--- config.mk ---
export PLATFORM = sky130hd
export DESIGN_NAME = sdp_ram_arbiter
export DESIGN_NICKNAME = d
export VERILOG_FILES = /design/src/rtl/sdp_ram_arb_pkg.sv /design/src/rtl/rr_arbiter.sv /design/src/rtl/sdp_ram_arbiter.sv
export SDC_FILE = /design/constraint.sdc
export NUM_CORES = 1
export LEC_CHECK = 0
export CAP_MARGIN = 20
export CELL_PAD_IN_SITES_DETAIL_PLACEMENT = 1
export CELL_PAD_IN_SITES_GLOBAL_PLACEMENT = 2
export CORE_MARGIN = 5
export CORE_UTILIZATION = 35
export DETAILED_ROUTE_END_ITERATION = 8
export DONT_BUFFER_PORTS = 1
export PLACE_DENSITY_LB_ADDON = 0.1
export SLEW_MARGIN = 15
export SYNTH_ARGS = -nofsm -noshare
export SYNTH_HDL_FRONTEND = slang
export SYNTH_SLANG_ARGS = --single-unit
export TNS_END_PERCENT = 100
--- constraint.sdc ---
create_clock -name clk -period 5.2 [get_ports clk]
set_input_delay 0.78 -clock clk [delete_from_list [all_inputs] [get_ports clk]]
set_output_delay 0.78 -clock clk [all_outputs]
set_load 0.01 [all_outputs]
--- src/rtl/sdp_ram_arb_pkg.sv ---
// Shared types and helpers for the simple-dual-port RAM arbiter.
package sdp_ram_arb_pkg;

  // Requester id field is sized for the largest supported NUM_REQ (8).
  localparam int ID_W = 3;

  typedef enum logic {
    OP_READ  = 1'b0,
    OP_WRITE = 1'b1
  } op_e;

  typedef struct packed {
    logic            valid;
    logic [ID_W-1:0] id;
  } rd_pend_t;

  function automatic int word_lsb(input int data_width);
    return $clog2(data_width / 8);
  endfunction

endpackage

--- src/rtl/rr_arbiter.sv ---
// Round-robin picker: first set request at or above ptr, else lowest set request.
module rr_arbiter #(
  parameter int NUM_REQ = 4,
  localparam int IDX_W  = $clog2(NUM_REQ)
) (
  input  logic [NUM_REQ-1:0] req,
  input  logic [IDX_W-1:0]   ptr,
  output logic [NUM_REQ-1:0] grant,
  output logic [IDX_W-1:0]   grant_idx,
  output logic               any_grant
);

  logic [NUM_REQ-1:0] hi_mask;
  logic [NUM_REQ-1:0] hi_req;
  logic [NUM_REQ-1:0] pick;

  always_comb begin
    hi_mask = '0;
    for (int i = 0; i < NUM_REQ; i++) begin
      hi_mask[i] = (IDX_W'(i) >= ptr);
    end
    hi_req = req & hi_mask;
    // Wrap to the low half only when nothing at or above the pointer is pending.
    pick = (|hi_req) ? hi_req : req;
    grant_idx = '0;
    for (int i = NUM_REQ - 1; i >= 0; i--) begin
      if (pick[i]) begin
        grant_idx = IDX_W'(i);
      end
    end
    any_grant = |req;
    grant     = any_grant ? (NUM_REQ'(1) << grant_idx) : '0;
  end

endmodule

--- src/rtl/sdp_ram_arbiter.sv ---
// Round-robin sharing of one byte-write simple-dual-port RAM with same-word hazard masking.
// Define SDP_RAM_ARB_PERF_EN to add the perf_grant_cnt / perf_hazard_cnt counters.
module sdp_ram_arbiter
  import sdp_ram_arb_pkg::*;
#(
  parameter int NUM_REQ    = 4,
  parameter int DATA_WIDTH = 16,
  parameter int ADDR_WIDTH = 9
) (
  input  logic                                    clk,
  input  logic                                    rst,
  input  logic [NUM_REQ-1:0]                      req_valid,
  output logic [NUM_REQ-1:0]                      req_ready,
  input  logic [NUM_REQ-1:0]                      req_write,
  input  logic [NUM_REQ-1:0][ADDR_WIDTH-1:0]      req_address,
  input  logic [NUM_REQ-1:0][DATA_WIDTH-1:0]      req_data,
  input  logic [NUM_REQ-1:0][DATA_WIDTH/8-1:0]    req_strb,
  output logic [NUM_REQ-1:0]                      rsp_valid,
  output logic [DATA_WIDTH-1:0]                   rsp_data,
  output logic                                    ram_wr_enable,
  output logic [ADDR_WIDTH-1:0]                   ram_wr_address,
  output logic [DATA_WIDTH-1:0]                   ram_wr_data,
  output logic [DATA_WIDTH/8-1:0]                 ram_wr_strb,
  output logic [ADDR_WIDTH-1:0]                   ram_rd_address,
  input  logic [DATA_WIDTH-1:0]                   ram_rd_data
`ifdef SDP_RAM_ARB_PERF_EN
  ,
  output logic [NUM_REQ-1:0][31:0]                perf_grant_cnt,
  output logic [31:0]                             perf_hazard_cnt
`endif
);

  localparam int IDX_W    = $clog2(NUM_REQ);
  localparam int STRB_W   = DATA_WIDTH / 8;
  localparam int ADDR_LSB = word_lsb(DATA_WIDTH);
  localparam int WORD_W   = ADDR_WIDTH - ADDR_LSB;

  logic [IDX_W-1:0]      rr_ptr_q, rr_ptr_d;
  logic                  hz_valid_q, hz_valid_d;
  logic [WORD_W-1:0]     hz_word_q, hz_word_d;
  logic                  wr_en_q, wr_en_d;
  logic [ADDR_WIDTH-1:0] wr_addr_q, wr_addr_d;
  logic [DATA_WIDTH-1:0] wr_data_q, wr_data_d;
  logic [STRB_W-1:0]     wr_strb_q, wr_strb_d;
  logic [ADDR_WIDTH-1:0] rd_addr_q, rd_addr_d;
  rd_pend_t              rd_pend0_q, rd_pend0_d;
  rd_pend_t              rd_pend1_q, rd_pend1_d;

  logic [NUM_REQ-1:0]    masked;
  logic [NUM_REQ-1:0]    eligible;
  logic [IDX_W-1:0]      grant_idx;
  logic                  any_grant;
  op_e                   op;

  // Handshake: a transfer happens in the cycle req_valid[i] & req_ready[i]; ready is a
  // combinational one-hot grant, never depends on the requester dropping valid, and is
  // held low while rst is asserted.
  always_comb begin
    for (int i = 0; i < NUM_REQ; i++) begin
      masked[i] = hz_valid_q && (req_address[i][ADDR_WIDTH-1:ADDR_LSB] == hz_word_q);
    end
    eligible = req_valid & ~masked & {NUM_REQ{~rst}};
  end

  rr_arbiter #(.NUM_REQ(NUM_REQ)) u_rr (
    .req       (eligible),
    .ptr       (rr_ptr_q),
    .grant     (req_ready),
    .grant_idx (grant_idx),
    .any_grant (any_grant)
  );

  always_comb begin
    rr_ptr_d   = rr_ptr_q;
    hz_valid_d = 1'b0;
    hz_word_d  = hz_word_q;
    wr_en_d    = 1'b0;
    wr_addr_d  = wr_addr_q;
    wr_data_d  = wr_data_q;
    wr_strb_d  = wr_strb_q;
    rd_addr_d  = rd_addr_q;
    rd_pend0_d = '0;
    rd_pend1_d = rd_pend0_q;
    op         = op_e'(req_write[grant_idx]);
    if (any_grant) begin
      rr_ptr_d = (grant_idx == IDX_W'(NUM_REQ - 1)) ? '0 : grant_idx + IDX_W'(1);
      if (op == OP_WRITE) begin
        // An all-zero strobe completes the handshake but never reaches the RAM.
        if (|req_strb[grant_idx]) begin
          wr_en_d    = 1'b1;
          wr_addr_d  = req_address[grant_idx];
          wr_data_d  = req_data[grant_idx];
          wr_strb_d  = req_strb[grant_idx];
          hz_valid_d = 1'b1;
          hz_word_d  = req_address[grant_idx][ADDR_WIDTH-1:ADDR_LSB];
        end
      end else begin
        rd_addr_d  = req_address[grant_idx];
        rd_pend0_d = '{valid: 1'b1, id: ID_W'(grant_idx)};
      end
    end
  end

  always_ff @(posedge clk or posedge rst) begin
    if (rst) begin
      rr_ptr_q   <= '0;
      hz_valid_q <= 1'b0;
      hz_word_q  <= '0;
      wr_en_q    <= 1'b0;
      wr_addr_q  <= '0;
      wr_data_q  <= '0;
      wr_strb_q  <= '0;
      rd_addr_q  <= '0;
      rd_pend0_q <= '0;
      rd_pend1_q <= '0;
    end else begin
      rr_ptr_q   <= rr_ptr_d;
      hz_valid_q <= hz_valid_d;
      hz_word_q  <= hz_word_d;
      wr_en_q    <= wr_en_d;
      wr_addr_q  <= wr_addr_d;
      wr_data_q  <= wr_data_d;
      wr_strb_q  <= wr_strb_d;
      rd_addr_q  <= rd_addr_d;
      rd_pend0_q <= rd_pend0_d;
      rd_pend1_q <= rd_pend1_d;
    end
  end

  always_comb begin
    for (int i = 0; i < NUM_REQ; i++) begin
      rsp_valid[i] = rd_pend1_q.valid && (rd_pend1_q.id == ID_W'(i));
    end
  end

  assign rsp_data       = ram_rd_data;
  assign ram_wr_enable  = wr_en_q;
  assign ram_wr_address = wr_addr_q;
  assign ram_wr_data    = wr_data_q;
  assign ram_wr_strb    = wr_strb_q;
  assign ram_rd_address = rd_addr_q;

`ifdef SDP_RAM_ARB_PERF_EN
  logic [NUM_REQ-1:0][31:0] perf_grant_cnt_q, perf_grant_cnt_d;
  logic [31:0]              perf_hazard_cnt_q, perf_hazard_cnt_d;

  // Both counters stick at all-ones instead of wrapping.
  always_comb begin
    perf_grant_cnt_d  = perf_grant_cnt_q;
    perf_hazard_cnt_d = perf_hazard_cnt_q;
    for (int i = 0; i < NUM_REQ; i++) begin
      if (req_ready[i] && (perf_grant_cnt_q[i] != '1)) begin
        perf_grant_cnt_d[i] = perf_grant_cnt_q[i] + 32'd1;
      end
    end
    if ((|(req_valid & masked)) && (perf_hazard_cnt_q != '1)) begin
      perf_hazard_cnt_d = perf_hazard_cnt_q + 32'd1;
    end
  end

  always_ff @(posedge clk or posedge rst) begin
    if (rst) begin
      perf_grant_cnt_q  <= '0;
      perf_hazard_cnt_q <= '0;
    end else begin
      perf_grant_cnt_q  <= perf_grant_cnt_d;
      perf_hazard_cnt_q <= perf_hazard_cnt_d;
    end
  end

  assign perf_grant_cnt  = perf_grant_cnt_q;
  assign perf_hazard_cnt = perf_hazard_cnt_q;
`endif

endmodule

# After elaboration in Yosys (flattened, before gate mapping)

Cells that the tools add are included.

Multiplexer cells: 20
$add $sub $neg: 1
Bitwise gates (word level): 6
$lt $le $gt $ge: 5
Shift operators: 1
Equal/unequal tests: 8
Reduce and logical (&&, ||, !) cells: 14

Operator list:

| cell                                                                               | count |
|---|---|
| 16-bit binary-select mux with 2-bit select                                         | 1 |
| 8-bit equality test                                                                | 4 |
| 9-bit binary-select mux with 2-bit select                                          | 1 |
| 16-bit 2-to-1 mux                                                                  | 1 |
| 4-bit 2-to-1 mux                                                                   | 4 |
| 4-bit bitwise AND                                                                  | 3 |
| 2-bit 2-to-1 mux                                                                   | 6 |
| 9-bit 2-to-1 mux                                                                   | 1 |
| 1-bit logical AND                                                                  | 8 |
| 4-bit OR reduction                                                                 | 2 |
| 3-bit by 2-bit equality test with 1-bit output, second input constant              | 2 |
| 2-bit binary-select mux with 2-bit select                                          | 1 |
| 1-bit by 2-bit greater-or-equal comparator with 1-bit output, first input constant | 2 |
| 2-bit greater-or-equal comparator, first input constant                            | 2 |
| 1-bit 2-to-1 mux                                                                   | 4 |
| 4-bit inverter                                                                     | 1 |
| 1-bit by 2-bit left shift with 4-bit output, first input constant                  | 1 |
| 3-bit by 1-bit equality test with 1-bit output, second input constant              | 1 |
| 3-bit logical NOT                                                                  | 1 |
| 2-bit by 3-bit less-than comparator with 1-bit output, second input constant       | 1 |
| 3-bit AND reduction                                                                | 1 |
| 2-bit by 1-bit adder with 2-bit output, second input constant                      | 1 |
| 1-bit binary-select mux with 2-bit select                                          | 1 |
| 2-bit equality test, second input constant                                         | 1 |
| 3 further kinds                                                                    | 4 |

Bits of input ports: 134
Output and inout bits: 61
Logic and storage cells: 66
Register bits: 55

# Longest topological paths before layout

Word-level depth: 18
Depth in mapped cells: 13
Mapped depth without buffers: 9

# Modules after synthesis

From an unflattened synthesis, not the netlist that was laid out.

Cells, all modules: 242
Area total of the unflattened synthesis: 3119.2 sq um

Modules (own cells, without submodules):

| module          | cells an instance | seq. area each (sq um) | area an instance (sq um) | times used |
|---|---|---|---|---|
| sdp_ram_arbiter | 211               | 1126.1                 | 2931.6                   | 1 |
| rr_arbiter      | 31                | 0.0                    | 187.7                    | 1 |

# Least setup slack after synthesis

OpenSTA, ideal clock, no wires.

Path kind: input to output
Start point: input port rst
End point: output port req_ready[0]
Setup slack: 0.784 ns
Data required time: 4.420 ns
Path buffers: 3
Data arrival time: 3.636 ns
Stages on the path: 10
Cells stage by stage: inv_1 -> o311ai_2 -> o21ai_1 -> and3_1 -> buf_4 -> buf_2 -> buf_2 -> inv_1 -> ha_1 -> and2_1

Word-level cells in the longest chain between the ends: 11
Elaborated cells between the ends (all ways): 12
Classes of those cells: 1 x shift; 6 x mux; 3 x bitwise; 2 x reduce/logical

RTL lines:

| item                                        | RTL line              | source |
|---|---|---|
| from (decl)                                 | sdp_ram_arbiter.sv:11 | `input logic rst,` |
| 1-bit inverter *                            | sdp_ram_arbiter.sv:62 | `eligible = req_valid & ~masked & {NUM_REQ{~rst}};` |
| 4-bit bitwise AND *                         | sdp_ram_arbiter.sv:62 |  |
| 4-bit bitwise AND                           | rr_arbiter.sv:22      | `hi_req = req & hi_mask;` |
| 4-bit OR reduction                          | rr_arbiter.sv:24      | `pick = (\|hi_req) ? hi_req : req;` |
| 4-bit 2-to-1 mux                            | rr_arbiter.sv:24      |  |
| 2-bit 2-to-1 mux (4 in series)              | rr_arbiter.sv:27      | `if (pick[i]) begin` |
| 1-bit by 2-bit left shift with 4-bit output | rr_arbiter.sv:32      | `grant = any_grant ? (NUM_REQ'(1) << grant_idx) : '0;` |
| 4-bit 2-to-1 mux *                          | rr_arbiter.sv:32      |  |
| to (decl)                                   | sdp_ram_arbiter.sv:13 | `output logic [NUM_REQ-1:0] req_ready,` |

Mark *: on every way between the ends. The rest lies on a longest branch, timed or not.

# Final worst setup path

Start point: register hz_word_q[7]
End point: register wr_data_q[10] (netlist: ram_wr_data[10])

Word-level cells in the longest chain between the ends: 16
Elaborated cells between the ends (all ways): 27
Classes of those cells: 4 x eq/ne; 11 x mux; 4 x bitwise; 8 x reduce/logical

RTL lines:

| item                                      | RTL line               | source |
|---|---|---|
| from (decl)                               | sdp_ram_arbiter.sv:40  | `logic [WORD_W-1:0] hz_word_q, hz_word_d;` |
| from (signal assigned)                    | sdp_ram_arbiter.sv:119 | `hz_word_q <= hz_word_d;` |
| 8-bit equality test                       | sdp_ram_arbiter.sv:60  | `masked[i] = hz_valid_q && (req_address[i][ADDR_WIDTH-1:ADDR_LSB] == hz_word_q);` |
| 1-bit logical AND                         | sdp_ram_arbiter.sv:60  |  |
| 4-bit inverter *                          | sdp_ram_arbiter.sv:62  |  |
| 4-bit bitwise AND * (2 in series)         | sdp_ram_arbiter.sv:62  |  |
| 4-bit bitwise AND                         | rr_arbiter.sv:22       |  |
| 4-bit OR reduction                        | rr_arbiter.sv:24       |  |
| 4-bit 2-to-1 mux                          | rr_arbiter.sv:24       |  |
| 2-bit 2-to-1 mux (4 in series)            | rr_arbiter.sv:27       |  |
| 2-bit binary-select mux with 2-bit select | sdp_ram_arbiter.sv:89  | `if (\|req_strb[grant_idx]) begin` |
| 2-bit 2-to-1 mux (not written as such)    | sdp_ram_arbiter.sv:89  |  |
| 2-bit OR reduction                        | sdp_ram_arbiter.sv:89  |  |
| 3-bit AND reduction (no line)             | --                     |  |
| to (signal assigned)                      | sdp_ram_arbiter.sv:122 | `wr_data_q <= wr_data_d;` |
| to (decl)                                 | sdp_ram_arbiter.sv:43  | `logic [DATA_WIDTH-1:0] wr_data_q, wr_data_d;` |

Mark *: on every way between the ends. The rest lies on a longest branch, timed or not. The select of a mux whose other input is x is not followed.
A chain may end at the register's enable or synchronous reset.

==> results by group <==
Status
  • Status: finished clean

Setup path
  • Worst Setup Path Type: flip-flop to flip-flop
  • Crit. End Element: flip-flop
  • Crit Path Max Fanout: 23
  • Required @ worst endpoint: 5.37 ns
  • Crit path DAT: around 4.3 ns
  • Startpoint Class: flip-flop

Floorplanning
  • Die Y-Extent: 104.8 um
  • Die Width: 104.8 um
  • Row count: 34
  • Core area: a little under 0.009 mm2
  • Die area: roughly 0.011 mm2
  • IO Count: between 150 and 200
  • Starting density of the core: 0.3591

Cells and area
  • Area growth syn-to-layout: 3.658%
  • Util after Layout: 0.3722
  • Finished Layout Cells: between 300 and 400
  • Share of cells above drive strength 1: 0.1434
  • Filler cells: slightly below 1000
  • Nets: ~420
  • N_diodes: 0

STA
  • RSZ-0062 raised after global routing: false
  • Tmin final: 4.141 ns
  • Total Neg Setup Slack: 0 ns
  • Final Hold Viols: 0
  • Slew @ Worst Pin: just under 0.7 ns
  • Max_slew headroom: 0.5386
  • Max Freq: approximately 240 MHz
  • Skew final: 0.008215 ns
  • Final setup vio count: 0
  • Final Cycle Share: 0.7964
  • Final slew viol count: 0

Synth
  • Largest family of logic cells by synthesized area: multiplexers
  • Asr flop ratio synth: 1.000
  • Synthesized area per cell: 10.12 um2
  • Top FF cell, synth: dfrtp_1
  • Post-Synth XOR/XNOR Area: 0.08907
  • Synth Area in Simple Gates: 0.07913
  • Flops & latches, synth: 45
  • Unique cell type count in the Yosys netlist: 47
  • Ranking of synthesized cells by area: dfrtp_1 (36%), mux2i_1 (9.2%), xnor2_1 (7.0%)
  • Register area share after synthesis: 0.3579
  • Synth Instances: 311
  • Net count after synthesis: around 450
  • Adder-Cell Fraction of Synth Area: 0.01590
  • Synth Area in Compound Gates: 0.1606
  • Post-synth top area cell: dfrtp_1
  • Number of enable flip-flop cells after synthesis: 0
  • Multiplexer area fraction after synthesis: 0.2175
  • Yosys top cell area share: 0.3579
  • Synth warnings: 0
  • Count leader, synth: dfrtp_1
  • Top cell types by occurrence after synthesis: dfrtp_1 (45), a21oi_1 (29), mux2i_1 (29)
  • Mapped Area: around 0.0031 mm2

CTS
  • Clock transition at the registers of the reported paths: 0.09 ns
  • Setup bufs post-CTS: 0
  • Sink Count: 45
  • Clock Latency Late Sink: about 0.3 ns
  • Longest Clk Path Bufs: 2
  • CTS tree: done
  • Post-CTS sizing: 0
  • Inserted Clock Buffers: 5
  • H-tree depth: 2
  • CTS Hold Buffers Added: 0
  • Root Driver: clkbuf_8

Detailed routing
  • Avg WL per Cell: approximately 24 um
  • Detail Route Antenna Nets: 0
  • DRC: 0
  • Vias per inst: between 5 and 6
  • Drt first pass iters: 4
  • Final WL: about 9500 um
  • Initial DRC count: 66
  • Via count: roughly 2300

GRT
  • Residual overflow from global routing: 0
  • All-layer global routing usage: 0.1669
  • First-pass GRT wire length: roughly 15000 um
  • Largest net degree at the start of global routing: 26
  • Number of global-route vias before repair: around 2500
  • Antenna violations before repair: 0

Placement
  • Dpl cells: roughly 390
  • Hpwl dp: roughly 7500 um
  • GPL Wtd Cong: between 0.7 and 0.8
  • I/O Buffers: 0

Power
  • Total power: around 1.6 mW
  • Pwr dens: 500.9 mW/mm2
  • Static leakage: 1.261 nW
  • Peak VDD IR: roughly 0.00018 V

Hold path
  • Hold Crit Class: input pin to async pin

Job
  • MaxCap Viol Count: 0
worst max-delay path: stages, from the launching register on:
cell,delay [ns]
dfrtp_1,0.53
xor2_1,0.23
nor4_2,0.44
a31oi_1,0.20
a22oi_1,0.24
and3_2,0.67
mux2i_1,0.21
a211o_1,0.39
a21oi_4,0.39
buf_4,0.35
mux2_1,0.36
flip-flops by register name (all words and copies together) (netlist names):
register	count
hz_word_q	8
ram_rd_address	9
ram_wr_address	1
ram_wr_data	16
ram_wr_enable	1
ram_wr_strb	2
rd_pend0_q	3
rd_pend1_q	3
rr_ptr_q	2
per-layer routing:
layer,up-vias,track usage,wire (um)
li1,1062,-,-
met1,1112,0.2051,3824
met2,96,0.2815,4755
met3,8,0.06473,815
met4,0,0.02922,74
met5,-,0,0
where the power goes:
group | switching, mW | leakage [nW] | internal [mW]
combinational | 0.270 | 0.664 | 0.283
sequential | 0.258 | 0.528 | 0.504
clock | 0.125 | 0.0687 | 0.193
total | 0.653 | 1.26 | 0.981
final cells by class:
cell class,count,area (um2),area share
clock buffers,5,68.82,0.02110
well taps,108,135.1,0.04143
inverters,4,15.01,0.004603
clock inverters,3,68.82,0.02110
multi-input cells,222,1788,0.5481
flip-flops and latches,45,1126,0.3452
repair buffers,7,60.06,0.01841
cell usage in the layout, fill, tap and decap left out, drive strengths merged, types with 2 or more instances in the layout:
master,n
a211o,2
a21oi,30
and2,6
and3,2
buf,7
bufinv,2
clkbuf,5
dfrtp,45
ha,4
inv,5
mux2,35
mux2i,29
nand2,15
nand3,4
nand4,3
nor2,4
nor2b,3
nor3,2
nor3b,2
o21ai,2
o22ai,25
o311a,2
o311ai,2
o31ai,2
xnor2,25
xor2,7
per-stage QoR:
| stage | cell area (um2) | hold slack, ns | setup slack [ns] |
|---|---|---|---|
| final | 3262 | 0.2671 | 1.059 |
| after global routing | 3262 | 0.2604 | 0.7405 |
| after CTS | 3247 | 0.2596 | 0.9887 |
| after detailed placement | 3109 | 0.3362 | 0.8358 |
| after global placement | 3109 | 0.3326 | 0.9928 |
| after floorplan | 3147 | 0.3312 | 0.7840 |
path summary, 6_finish.rpt:
check / start / end / slack, ns / cells past startpoint
max: hz_word_q[7]$_DFFE_PP0P_ / ram_wr_data[10]$_DFFE_PP0P_ / 1.06 / 10
min: rst / hz_word_q[2]$_DFFE_PP0P_ / 0.27 / 1
max reg2reg: hz_word_q[7]$_DFFE_PP0P_ / ram_wr_data[10]$_DFFE_PP0P_ / 1.06 / 10
min reg2reg: rd_pend0_q[0]$_DFF_PP0_ / rd_pend1_q[0]$_DFF_PP0_ / 0.35 / 0
max in group asynchronous: rst / ram_wr_enable$_DFF_PP0_ / 4.40 / 2
min in group clk: rd_pend0_q[0]$_DFF_PP0_ / rd_pend1_q[0]$_DFF_PP0_ / 0.35 / 0
cell families (layout without fill, tap and decap cells):
group,Yosys count,count (layout)
compound gates,76,76
mux,64,64
simple gates,46,46
flops,45,45
buf+inv,44,19
xor+xnor,32,32
fa+ha+maj,4,4
Note: power is estimated with default switching activity, not from simulation.
